$ cat config.mk
export PLATFORM = sky130hd
export DESIGN_NAME = router_dest_reader_flat
export DESIGN_NICKNAME = d
export VERILOG_FILES = /design/src/rtl/router_dest_reader_if.sv /design/src/rtl/router_dest_reader.sv /design/src/flat_wrapper.sv
export SDC_FILE = /design/constraint.sdc
export NUM_CORES = 1
export LEC_CHECK = 0
export BUFFER_PORTS_ARGS = -buffer_cell sky130_fd_sc_hd__clkbuf_2
export CELL_PAD_IN_SITES_DETAIL_PLACEMENT = 1
export CELL_PAD_IN_SITES_GLOBAL_PLACEMENT = 2
export CORE_ASPECT_RATIO = 0.7
export CORE_MARGIN = 5
export CORE_UTILIZATION = 38
export CTS_BUF_LIST = sky130_fd_sc_hd__clkbuf_4 sky130_fd_sc_hd__clkbuf_8
export DETAILED_ROUTE_END_ITERATION = 10
export HOLD_SLACK_MARGIN = 0.15
export PLACE_DENSITY = 0.89
export SYNTH_ARGS = -nofsm -noshare
export SYNTH_HDL_FRONTEND = slang
export SYNTH_SLANG_ARGS = --single-unit
export TNS_END_PERCENT = 10
$ cat constraint.sdc
create_clock -name clk -period 3.5 [get_ports clk]
set_clock_uncertainty 0.1 [all_clocks]
set_input_delay 0.525 -clock clk [delete_from_list [all_inputs] [get_ports clk]]
set_output_delay 0.525 -clock clk [all_outputs]
set_load 0.02 [all_outputs]
$ cat src/rtl/router_dest_reader_if.sv
// Port bundle for the destination-side drain of one router output port.
// master = the reader block, slave = the FIFO/consumer side that drives it.
interface router_dest_reader_if #(
    parameter int LEN_W   = 6,
    parameter int ADDR_W  = 2,
    parameter int DELAY_W = 5
);
    localparam int DW = LEN_W + ADDR_W;

    // Read handshake: a byte is popped when read_enb & vld_out are both high at a
    // rising edge; that byte is presented on data_out during the following cycle.
    logic               vld_out;
    logic [DW-1:0]      data_out;
    logic               soft_reset;
    logic [DELAY_W-1:0] delay_cfg;
    logic               hold;

    logic               read_enb;
    logic [DW-1:0]      byte_out;
    logic               byte_valid;
    logic [LEN_W-1:0]   pkt_len;
    logic [ADDR_W-1:0]  pkt_addr;
    logic               pkt_done;
    logic               parity_err;
    logic               pkt_abort;
    logic               busy;
    logic [1:0]         state_dbg;

    modport master (
        input  vld_out, data_out, soft_reset, delay_cfg, hold,
        output read_enb, byte_out, byte_valid, pkt_len, pkt_addr,
               pkt_done, parity_err, pkt_abort, busy, state_dbg
    );

    modport slave (
        output vld_out, data_out, soft_reset, delay_cfg, hold,
        input  read_enb, byte_out, byte_valid, pkt_len, pkt_addr,
               pkt_done, parity_err, pkt_abort, busy, state_dbg
    );
endinterface

$ cat src/rtl/router_dest_reader.sv
// Drains one packet (header, payload, parity) from a router output FIFO after a
// programmable delay, streams the payload and reports parity errors or aborts.
module router_dest_reader #(
    parameter int LEN_W   = 6,
    parameter int ADDR_W  = 2,
    parameter int DELAY_W = 5
) (
    input  logic                  clk,
    input  logic                  resetn,
    router_dest_reader_if.master  bus
);
    localparam int DW = LEN_W + ADDR_W;
    localparam logic [LEN_W:0]   CNT_ONE = 1;
    localparam logic [LEN_W:0]   CNT_TWO = 2;
    localparam logic [DELAY_W-1:0] DLY_ONE = 1;

    typedef enum logic [1:0] {
        IDLE  = 2'd0,
        DELAY = 2'd1,
        READ  = 2'd2,
        CHECK = 2'd3
    } state_t;

    state_t             state, state_nx;
    logic [DELAY_W-1:0] dly_cnt;
    logic [LEN_W:0]     issued;
    logic [LEN_W:0]     captured;
    logic               hdr_seen;
    logic               rd_pending;
    logic [DW-1:0]      acc;
    logic [DW-1:0]      parity_q;
    logic [DW-1:0]      byte_out_q;
    logic               byte_valid_q;
    logic [LEN_W-1:0]   pkt_len_q;
    logic [ADDR_W-1:0]  pkt_addr_q;
    logic               pkt_abort_q;

    logic               active;
    logic               abort;
    logic [LEN_W:0]     len_ext;
    logic [LEN_W:0]     target;
    logic               read_enb;
    logic               is_parity;

    // Counters are one bit wider than the length field so len+2 never wraps.
    always_comb begin
        active    = (state == DELAY) || (state == READ);
        abort     = bus.soft_reset && active;
        len_ext   = {1'b0, pkt_len_q};
        target    = hdr_seen ? (len_ext + CNT_TWO) : CNT_TWO;
        read_enb  = (state == READ) && !bus.soft_reset && !bus.hold &&
                    bus.vld_out && (issued < target);
        is_parity = rd_pending && hdr_seen && (captured == (len_ext + CNT_ONE));
    end

    always_ff @(posedge clk or negedge resetn) begin
        if (!resetn) begin
            state <= IDLE;
        end else begin
            state <= state_nx;
        end
    end

    always_comb begin
        state_nx = state;
        case (state)
            IDLE: begin
                if (bus.vld_out) begin
                    state_nx = (bus.delay_cfg == '0) ? READ : DELAY;
                end
            end
            DELAY: begin
                if (bus.soft_reset) begin
                    state_nx = IDLE;
                end else if (dly_cnt <= DLY_ONE) begin
                    state_nx = READ;
                end
            end
            READ: begin
                // An abort beats a parity capture landing in the same cycle.
                if (bus.soft_reset) begin
                    state_nx = IDLE;
                end else if (is_parity) begin
                    state_nx = CHECK;
                end
            end
            CHECK: begin
                state_nx = IDLE;
            end
            default: begin
                state_nx = IDLE;
            end
        endcase
    end

    always_ff @(posedge clk or negedge resetn) begin
        if (!resetn) begin
            dly_cnt      <= '0;
            issued       <= '0;
            captured     <= '0;
            hdr_seen     <= 1'b0;
            rd_pending   <= 1'b0;
            acc          <= '0;
            parity_q     <= '0;
            byte_out_q   <= '0;
            byte_valid_q <= 1'b0;
            pkt_len_q    <= '0;
            pkt_addr_q   <= '0;
            pkt_abort_q  <= 1'b0;
        end else begin
            byte_valid_q <= 1'b0;
            pkt_abort_q  <= abort;
            if (abort || (state == IDLE)) begin
                // Per-packet bookkeeping restarts; an in-flight byte is dropped.
                issued     <= '0;
                captured   <= '0;
                hdr_seen   <= 1'b0;
                rd_pending <= 1'b0;
                acc        <= '0;
                if ((state == IDLE) && bus.vld_out) begin
                    dly_cnt <= bus.delay_cfg;
                end else begin
                    dly_cnt <= '0;
                end
            end else if (state == DELAY) begin
                dly_cnt <= (dly_cnt == '0) ? '0 : (dly_cnt - DLY_ONE);
            end else if (state == READ) begin
                rd_pending <= read_enb;
                if (read_enb) begin
                    issued <= issued + CNT_ONE;
                end
                if (rd_pending) begin
                    captured <= captured + CNT_ONE;
                    if (!hdr_seen) begin
                        {pkt_len_q, pkt_addr_q} <= bus.data_out;
                        acc      <= bus.data_out;
                        hdr_seen <= 1'b1;
                    end else if (is_parity) begin
                        parity_q <= bus.data_out;
                    end else begin
                        byte_out_q   <= bus.data_out;
                        byte_valid_q <= 1'b1;
                        acc          <= acc ^ bus.data_out;
                    end
                end
            end
        end
    end

    assign bus.read_enb   = read_enb;
    assign bus.byte_out   = byte_out_q;
    assign bus.byte_valid = byte_valid_q;
    assign bus.pkt_len    = pkt_len_q;
    assign bus.pkt_addr   = pkt_addr_q;
    assign bus.pkt_done   = (state == CHECK);
    assign bus.parity_err = (state == CHECK) && (acc != parity_q);
    assign bus.pkt_abort  = pkt_abort_q;
    assign bus.busy       = (state != IDLE);
    assign bus.state_dbg  = state;
endmodule
$ cat src/flat_wrapper.sv
// flat-port wrapper written by rule: the top's interface ports become plain ports
module router_dest_reader_flat 
#(
    parameter int LEN_W   = 6,
    parameter int ADDR_W  = 2,
    parameter int DELAY_W = 5
)
  (clk, resetn, bus_vld_out, bus_data_out, bus_soft_reset, bus_delay_cfg, bus_hold, bus_read_enb, bus_byte_out, bus_byte_valid, bus_pkt_len, bus_pkt_addr, bus_pkt_done, bus_parity_err, bus_pkt_abort, bus_busy, bus_state_dbg);
  router_dest_reader_if #(.LEN_W(LEN_W), .ADDR_W(ADDR_W), .DELAY_W(DELAY_W)) bus_i ();
  input  logic clk;
  input  logic resetn;
  input wire logic [$bits(bus_i.vld_out)-1:0] bus_vld_out;
  input wire logic [$bits(bus_i.data_out)-1:0] bus_data_out;
  input wire logic [$bits(bus_i.soft_reset)-1:0] bus_soft_reset;
  input wire logic [$bits(bus_i.delay_cfg)-1:0] bus_delay_cfg;
  input wire logic [$bits(bus_i.hold)-1:0] bus_hold;
  output wire logic [$bits(bus_i.read_enb)-1:0] bus_read_enb;
  output wire logic [$bits(bus_i.byte_out)-1:0] bus_byte_out;
  output wire logic [$bits(bus_i.byte_valid)-1:0] bus_byte_valid;
  output wire logic [$bits(bus_i.pkt_len)-1:0] bus_pkt_len;
  output wire logic [$bits(bus_i.pkt_addr)-1:0] bus_pkt_addr;
  output wire logic [$bits(bus_i.pkt_done)-1:0] bus_pkt_done;
  output wire logic [$bits(bus_i.parity_err)-1:0] bus_parity_err;
  output wire logic [$bits(bus_i.pkt_abort)-1:0] bus_pkt_abort;
  output wire logic [$bits(bus_i.busy)-1:0] bus_busy;
  output wire logic [$bits(bus_i.state_dbg)-1:0] bus_state_dbg;
  assign bus_i.vld_out = bus_vld_out;
  assign bus_i.data_out = bus_data_out;
  assign bus_i.soft_reset = bus_soft_reset;
  assign bus_i.delay_cfg = bus_delay_cfg;
  assign bus_i.hold = bus_hold;
  assign bus_read_enb = bus_i.read_enb;
  assign bus_byte_out = bus_i.byte_out;
  assign bus_byte_valid = bus_i.byte_valid;
  assign bus_pkt_len = bus_i.pkt_len;
  assign bus_pkt_addr = bus_i.pkt_addr;
  assign bus_pkt_done = bus_i.pkt_done;
  assign bus_parity_err = bus_i.parity_err;
  assign bus_pkt_abort = bus_i.pkt_abort;
  assign bus_busy = bus_i.busy;
  assign bus_state_dbg = bus_i.state_dbg;
  router_dest_reader #(.LEN_W(LEN_W), .ADDR_W(ADDR_W), .DELAY_W(DELAY_W)) u_core (.clk(clk), .resetn(resetn), .bus(bus_i));
endmodule
# ---- Word-level counts from Yosys, hierarchy flattened
# Index checks and enable logic that the tools add are counted.
dict set report totals {
  mem_count 0
  mem_bits_ro 0
  ff_bits 57
  inputBits 18
  ram_bits 0
  out_inout_bits 24
  elab_cells 103
  latchBits 0
}
dict set report op_classes {
  mul 0
  muxes 39
  bitwise_logic 5
  n_shift 0
  add_sub_neg 5
  n_reduce_logical 29
  n_div 0
  magnitude_cmp 2
  eq_ne 10
}
# operator count
set op_table {}
lappend op_table {{$mux W7} 9}
lappend op_table {{$mux W8} 6}
lappend op_table {{$mux W5} 4}
lappend op_table {{$add A7 B1 Y7 const B} 2}
lappend op_table {{$mux W1} 13}
lappend op_table {{$mux W2} 6}
lappend op_table {{$reduce_and A6 Y1} 2}
lappend op_table {{$logic_not A5 Y1} 2}
lappend op_table {{$reduce_bool A2 Y1} 5}
lappend op_table {{$logic_and A1 B1 Y1} 9}
lappend op_table {{$reduce_and A3 Y1} 3}
lappend op_table {{$ne A8 B8 Y1} 1}
lappend op_table {{$pmux W2 S4} 1}
lappend op_table {{$xor A8 B8 Y8} 1}
lappend op_table {{$add A6 B1 Y7 const B} 1}
lappend op_table {{$add A6 B2 Y7 const B} 1}
lappend op_table {{$eq A7 B7 Y1} 1}
lappend op_table {{$lt A7 B7 Y1} 1}
lappend op_table {{$ne A3 B3 Y1 const B} 2}
lappend op_table {{$le A5 B1 Y1 const B} 1}
lappend op_table {{$reduce_and A5 Y1} 1}
lappend op_table {{$sub A5 B1 Y5 const B} 1}
lappend op_table {{$eq A2 B2 Y1 const B} 2}
lappend op_table {{$ne A2 B2 Y1 const B} 2}
lappend op_table {{other kinds (8)} 13}

# ---- Longest topological paths before layout
# Gate-level depths: netlist (run 1).
dict set report logic_depth {
  word_depth 9
  ltp_mapped 12
  ltp_nobuf 11
}

# ---- Worst setup path after synthesis (run 1)
# OpenSTA, ideal clock, no wires.
dict set report synth_timing {
  kind {register to register}
  startpoint {reg u_core.pkt_len_q[1] (netlist: u_core.bus.pkt_len[1])}
  endpoint {reg u_core.issued[2]}
  path_stages_with_launch 13
  synth_period_minus_slack_ns 2.629
  setup_ns 0.078
  n_path_buf 1
  path_slack_ns 0.871
  arrival_ns 2.451
  required_time_ns 3.322
  path_cell_list {dfrtp_1 > ha_1 > nand3_1 > xnor2_1 > nand2_1 > ha_1 > a21oi_1 > o2111ai_1 > nor2_1 > o21ai_1 > clkbuf_1 > or3_1 > a21oi_1}
}
dict set report synth_via {
  elab_chain_cells 6
}
# element line
set synth_lines {}
lappend synth_lines {{start, declared} router_dest_reader.sv:34} ;# logic [LEN_W-1:0] pkt_len_q;
lappend synth_lines {{start signal, assigned} router_dest_reader.sv:135} ;# {pkt_len_q, pkt_addr_q} <= bus.data_out;
lappend synth_lines {{$add A6 B2 Y7} router_dest_reader.sv:50} ;# target = hdr_seen ? (len_ext + CNT_TWO) : CNT_TWO;
lappend synth_lines {{$mux W7} router_dest_reader.sv:50}
lappend synth_lines {{$lt A7 B7 Y1} router_dest_reader.sv:52} ;# bus.vld_out && (issued < target);
lappend synth_lines {{$logic_and A1 B1 Y1} router_dest_reader.sv:52}
lappend synth_lines {{$reduce_bool A2 Y1 (no source line)} --}
lappend synth_lines {{$reduce_and A3 Y1 (no source line)} --}
lappend synth_lines {{end signal, assigned} router_dest_reader.sv:130} ;# issued <= issued + CNT_ONE;
lappend synth_lines {{end, declared} router_dest_reader.sv:26} ;# logic [LEN_W:0] issued;
# No other way between the ends.
# A chain may end at the register's enable or synchronous reset.

# ---- Worst setup path in the final report (run 1)
dict set report layout_timing {
  startpoint {reg u_core.pkt_len_q[2] (netlist: u_core.bus.pkt_len[2])}
  endpoint {reg u_core.issued[5]}
}
# Same word-level chain as after synthesis.

==> results of run 1 <==
## metrics by stage
stage	hold WS, ns	instances	instance area, µm²
2_1_floorplan	0.129	341	3390
3_3_place_gp	0.310	491	3670
3_5_place_dp	0.317	491	3670
4_1_cts	0.327	505	3840
5_1_grt	0.349	505	3840
6_report	0.342	505	3840
## cells in the final DEF (no fill, tap or decap), types with 2 or more instances in the layout
master and n:
and2_1 2, ha_1 17, clkbuf_4 2, nand4_1 4
and4_1 2, mux2_4 8, nand3b_1 2, clkbuf_8 10
nand2_1 31, or2_2 2, a21boi_0 2, xor2_1 15
mux2_2 8, a21oi_1 22, a311oi_1 2, dfrtp_1 57
nand4b_1 2, a31oi_1 9, nor3_1 4, mux2_1 9
o21ai_1 2, o31ai_1 2, a32o_1 2, inv_1 10
or4_1 2, o21ai_0 21, clkbuf_2 41, buf_4 5
or3_1 12, nand3_1 15, xnor2_1 9, nor2_4 2
nor4_1 3, nor2_1 30
## worst max-delay path: cells and delay by family (launching register included)
kind / cells / cell delay [ns]
AOI/OAI and AO/OA: 4 / 0.72
xor gates and xnor gates: 1 / 0.16
adders and majority gates: 2 / 0.60
DFF: 1 / 0.52
and+or+nand+nor: 4 / 0.90
## per-layer routing
metal,part of all wire,global-route usage,vias to the layer above
li1,-,-,1296
met1,0.50,0.248,1365
met2,0.45,0.272,53
met3,0.041,0.0481,7
met4,0.0089,0.0488,0
met5,0,0,-
## where the power goes
part	switching (mW)	internal, mW	total [mW]
Clock	0.248	0.279	0.526
Combinational	0.330	0.158	0.488
Sequential	0.0437	0.699	0.743
## cell type report
type,instances,area share
clock buffers,12,0.0397
multi-input cells,258,0.473
well taps,120,0.0391
repair buffers,47,0.0658
inverters,10,0.00977
clock inverters,1,0.00130
flip-flops and latches,57,0.371
## sequential cells by signal (all words and copies together), names as in the netlist
name                   flops
u_core.acc                 8
u_core.bus.byte_out        8
u_core.bus.byte_valid      1
u_core.bus.pkt_abort       1
u_core.bus.pkt_addr        2
u_core.bus.pkt_len         6
u_core.bus.state_dbg       2
u_core.captured            7
u_core.dly_cnt             5
u_core.hdr_seen            1
u_core.issued              7
u_core.parity_q            8
u_core.rd_pending          1
## cell families after synthesis
| kind of cell | synth area share |
|---|---|
| adders and majority gates | 0.0628 |
| DFF | 0.421 |
| AOI/OAI and AO/OA | 0.124 |
| buffers and inverters | 0.0432 |
| muxes | 0.0949 |
| and+or+nand+nor | 0.192 |
| xor gates and xnor gates | 0.0620 |
## repair_timing
| item | CTS | global route |
|---|---|---|
| buffers inserted | 0 | 0 |
| hold buffers | 1 | 0 |
| resized for setup | 0 | 0 |
| hold endpoints to repair | 11 | 0 |
## worst max path at each step
| stage | end | slack [ns] | start |
|---|---|---|---|
| 4_1_cts | u_core.issued[6] | 0.40 | u_core.bus.pkt_len[2] |
| 5_1_grt | u_core.issued[6] | 0.04 | u_core.bus.pkt_len[2] |
| 2_1_floorplan | u_core.issued[2] | 0.87 | u_core.bus.pkt_len[1] |
| 3_3_place_gp | u_core.issued[6] | 0.53 | u_core.bus.pkt_len[2] |
| 6_report | u_core.issued[5] | 0.42 | u_core.bus.pkt_len[2] |
| 3_5_place_dp | u_core.issued[6] | 0.41 | u_core.bus.pkt_len[2] |
==> metrics.md, run 1 <==
| Metric | Value |
|---|---|
| Startpoint types | `flip-flop` |
| Root Buffer | `clkbuf_8` |
| Top-count cell post-synth | `dfrtp_1` |
| GPL Wtd Cong | `0.803` |
| WP data required | `3.66 ns` |
| Post-Syn Area per Cell | `9.94 µm²` |
| GR Overflow Total | `0` |
| Die width | `123 µm` |
| R2r endpoint | `u_core.issued[5]` |
| Post-route DRC | `0` |
| Post-synth EDFFs | `0` |
| Final WL | `8780 µm` |
| Crit path max fanout | `14` |
| Post-place setup slack | `0.412 ns` |
| VDD IR max | `0.184 mV` |
| Outcome | `complete, no violations` |
| Syn_nets | `376` |
| DP Wirelength | `6450 µm` |
| Final WS setup | `0.420 ns` |
| Final Net Count | `418` |
| Synth top cells by count | `dfrtp_1, nand2_1, nor2_1` |
| Hold path endpoint | `u_core.dly_cnt[2]` |
| Hold Path Stages | `3` |
| Via count | `2,721` |
| Worst path arrival time | `3.24 ns` |
| RSZ-0062 raised after global routing | `false` |
| Utilization after layout | `0.448` |
| Post-synthesis sequential area ratio | `0.421` |
| Slew HR | `0.373` |
| Hold Crit Start | `bus_delay_cfg[2]` |
| Avg WL per Cell | `17.4 µm` |
| Critical path class | `reg -> reg` |
| Final ANT Viol Nets | `0` |
| Setup crit end kind | `flip-flop` |
| Boundary Pins | `42` |
| Reg-to-reg critical path startpoint | `u_core.bus.pkt_len[2]` |
| Area delta synth->final | `13.3%` |
| Initial cell density of the core | `0.395` |
| Cell Pwr Density | `458 mW/mm²` |
| Yosys warns | `0` |
| Final cycle utilization of the critical path | `0.880` |
| Clk slew on worst S/H paths | `0.06 ns` |
| Worst min path class | `in -> reg` |
| TritonCTS clock tree | `built` |
| Initial antenna violation count | `0` |
| Top cells by area, synth | `dfrtp_1, ha_1, xor2_1` |
| H-tree Lvls | `3` |
| R2r setup slk | `0.42 ns` |
| #FFs+latches synth | `57` |
| Worst slew pin tran | `0.936 ns` |
| DR vias/cell | `5.39` |
| Die area | `0.0109 mm²` |
| FFs w/ async S/R, synth | `1.00` |
| Netlist Area Pre-Place | `0.00339 mm²` |
| Slowest-stage cell, CP | `or4_1` |
| Final Hold Fails | `0` |
| Post-synth top area share | `0.421` |
| Yosys cell types | `51` |
| Gr usage total | `0.177` |
| Period minus WS final | `3.08 ns` |
| LEAKAGE | `1.81 nW` |
| Layout cells sized above 1 | `0.221` |
| CTS Buffer Depth | `2` |
| Yosys top cell by area | `dfrtp_1` |
| Fmax | `0.325 GHz` |
| Drt pass-1 iters | `4` |
| Die height | `89.0 µm` |
| Port bufs | `41` |
| Ant. Diodes | `0` |
| Setup TNS | `0 ns` |
| Multi-input gate area | `0.00182 mm²` |
| Clock buffer count from CTS | `9` |
| Core area | `0.00858 mm²` |
| First-pass GRT wire length | `14,900 µm` |
| Reg2Reg Depth | `11` |
| FP Rows | `28` |
| Initial DRC Count | `154` |
| Max incr delay on CP | `0.59 ns` |
| Largest net degree at the start of global routing | `47` |
| Setup Viol. Count Final | `0` |
| Syn Inst Count | `341` |
| TritonCTS Sinks | `57` |
| Ys flop type | `dfrtp_1` |
| Fillers | `997` |
| Vias in the first global route | `2,836` |
| Pwr Total | `1.76 mW` |
| Final Max Slew Viols | `0` |
| Clk Latency, worst-skew pair | `0.34 ns` |
| Register Area | `0.00143 mm²` |
| # Max-Cap Violations | `0` |
| Crit-path cells | `ha_1 > nand3_1 > xnor2_1 > nand2_1 > ha_1 > a21oi_1 > o2111ai_1 > nor2_1 > o21ai_1 > or4_1 > a21oi_1` |
No activity file was read; power rests on OpenSTA's default activity.
==> run 2: changes to the inputs <==
Settings changed: RECOVER_POWER from default to 50.
==> run 2 against run 1 <==
Compared with the run above: combinational power barely moved; register-to-register slack barely moved; global-route usage did not move.
==> metrics.md, run 2 (synthesized netlist as in run 1, its figures left out) <==
| Metric | Value |
|---|---|
| Post-CTS sizing | `0 (unchanged)` |
| Avg WL per Cell | `17.4 µm (about the same)` |
| Initial cell density of the core | `0.395 (unchanged)` |
| Area delta synth->final | `12.6% (was 13.3%)` |
| Die area | `0.0109 mm² (unchanged)` |
| LEAKAGE | `1.74 nW (was 1.81 nW)` |
| Vias in the first global route | `2,836 (unchanged)` |
| Area after DPL | `0.00367 mm² (unchanged)` |
| RSZ-0062 raised after global routing | `false (unchanged)` |
| TritonCTS Sinks | `57 (unchanged)` |
| Largest net degree at the start of global routing | `47 (unchanged)` |
| Hold Crit Start | `bus_delay_cfg[2] (unchanged)` |
| Most common cell after layout, fill and taps aside | `dfrtp_1 (unchanged)` |
| Final WL | `8810 µm (was 8780 µm)` |
| Hold path endpoint | `u_core.dly_cnt[2] (unchanged)` |
| DP Wirelength | `6450 µm (unchanged)` |
| Slew HR | `0.191 (was 0.373)` |
| Layout cells sized above 1 | `0.171 (was 0.221)` |
| Clock buffer count from CTS | `9 (unchanged)` |
| Final cycle utilization of the critical path | `0.881 (was 0.880)` |
| Register Area | `0.00143 mm² (unchanged)` |
| Die width | `123 µm (unchanged)` |
| Final instance area | `0.00381 mm² (was 0.00384 mm²)` |
| GPL Wtd Cong | `0.803 (unchanged)` |
| Clk slew on worst S/H paths | `0.06 ns (about the same)` |
| Setup crit end kind | `flip-flop (unchanged)` |
| Multi-input gate area | `0.00182 mm² (unchanged)` |
| R2r setup slk | `0.42 ns (about the same)` |
| Initial DRC Count | `160 (was 154)` |
| Final Hold Fails | `0 (unchanged)` |
| Final Net Count | `418 (unchanged)` |
| Critical path class | `reg -> reg (unchanged)` |
| Final ANT Viol Nets | `0 (unchanged)` |
| VDD IR max | `0.184 mV (about the same)` |
| Ant. Diodes | `0 (unchanged)` |
| Clk Latency, worst-skew pair | `0.34 ns (about the same)` |
| Setup TNS | `0 ns (unchanged)` |
| Most frequent cells in the layout | `dfrtp_1, nand2_1, nor2_1, clkbuf_2, a21oi_1 (was dfrtp_1, clkbuf_2, nand2_1, nor2_1, a21oi_1)` |
| Root Buffer | `clkbuf_8 (unchanged)` |
| Worst path arrival time | `3.24 ns (about the same)` |
| # Max-Cap Violations | `0 (unchanged)` |
| Period minus WS final | `3.08 ns (about the same)` |
| Setup Viol. Count Final | `0 (unchanged)` |
| WP data required | `3.66 ns (about the same)` |
| Worst min path class | `in -> reg (unchanged)` |
| Startpoint types | `flip-flop (unchanged)` |
| Port bufs | `41 (unchanged)` |
| First-pass GRT wire length | `14,900 µm (unchanged)` |
| Hold_buf cts | `1 (unchanged)` |
| Fmax | `0.324 GHz (was 0.325 GHz)` |
| Drt pass-1 iters | `4 (unchanged)` |
| Post-route DRC | `0 (unchanged)` |
| DR vias/cell | `5.37 (was 5.39)` |
| Boundary Pins | `42 (unchanged)` |
| Hold Path Stages | `3 (unchanged)` |
| Reg2Reg Depth | `11 (unchanged)` |
| Utilization after layout | `0.444 (was 0.448)` |
| Worst slew pin tran | `1.21 ns (was 0.936 ns)` |
| Outcome | `complete, no violations (unchanged)` |
| Crit path max fanout | `14 (unchanged)` |
| TritonCTS clock tree | `built (unchanged)` |
| CTS Buffer Depth | `2 (unchanged)` |
| GR Overflow Total | `0 (unchanged)` |
| Via count | `2,710 (was 2,721)` |
| H-tree Lvls | `3 (unchanged)` |
| Die height | `89.0 µm (unchanged)` |
| Cell Pwr Density | `461 mW/mm² (was 458 mW/mm²)` |
| Core area | `0.00858 mm² (unchanged)` |
| FP Rows | `28 (unchanged)` |
| Gr usage total | `0.177 (unchanged)` |
| Fillers | `1,006 (was 997)` |
| Initial antenna violation count | `0 (unchanged)` |
| Setup Buffers After CTS | `0 (unchanged)` |
| R2r endpoint | `u_core.issued[5] (unchanged)` |
| Final Max Slew Viols | `0 (unchanged)` |
| Reg-to-reg critical path startpoint | `u_core.bus.pkt_len[2] (unchanged)` |
[run 2: changes by cell type in the layout (fill, tap and decap cells not counted)]
cell      previous run  this run
clkbuf_2            41        23
and2_0               0         1
and2_1               2         1
clkbuf_1             0        19
buf_4                5         4
[run 2: final cells by class]
type | count | share of cell area
multi-input cells | 258 | 0.476
inverters | 10 | 0.00984
clock buffers | 12 | 0.0400
flip-flops and latches | 57 | 0.374
clock inverters | 1 | 0.00131
well taps | 120 | 0.0394
repair buffers | 47 | 0.0594
[run 2: worst max-delay path by stage]
stage                                startpoint               end  slack, ns  cells after the start
final                     u_core.bus.pkt_len[2]  u_core.issued[5]       0.42                     11
after global routing      u_core.bus.pkt_len[2]  u_core.issued[6]       0.04                     11
after CTS                 u_core.bus.pkt_len[2]  u_core.issued[6]       0.40                     11
after detailed placement  u_core.bus.pkt_len[2]  u_core.issued[6]       0.41                     11
after global placement    u_core.bus.pkt_len[2]  u_core.issued[6]       0.53                     11
after floorplan           u_core.bus.pkt_len[1]  u_core.issued[2]       0.87                     12
[run 2: worst max-delay path, cell delays in order (launching register included)]
cell and delay [ns]:
dfrtp_1 0.52, ha_1 0.30, nand3_1 0.12, xnor2_1 0.15, nand2_1 0.07, ha_1 0.30
a21oi_1 0.15, o2111ai_1 0.13, nor2_1 0.12, o21ai_1 0.29, or4_1 0.59, a21oi_1 0.15
[run 2: report_power, final]
| group | total [mW] | internal [mW] | switching (mW) | leakage [nW] |
|---|---|---|---|---|
| combinational | 0.488 | 0.154 | 0.334 | 0.869 |
| clock | 0.526 | 0.279 | 0.247 | 0.0850 |
| sequential | 0.742 | 0.699 | 0.0433 | 0.787 |
[run 2: metrics by stage]
step                power, mW  instances  worst slack, ns  hold WS, ns
floorplan                1.06        341            0.871        0.129
global placement         1.23        491            0.529        0.310
detailed placement       1.25        491            0.412        0.317
CTS                      1.78        505            0.404        0.327
global route             1.87        505           0.0387        0.349
finish                   1.76        505            0.418        0.347
[run 2: routing by layer]
metal  up-vias  wire [µm]  global-route usage
li1       1300          -                   -
met1      1357       4410               0.248
met2        48       3950               0.272
met3         5        392              0.0481
met4         0         59              0.0488
met5         -          0                   0
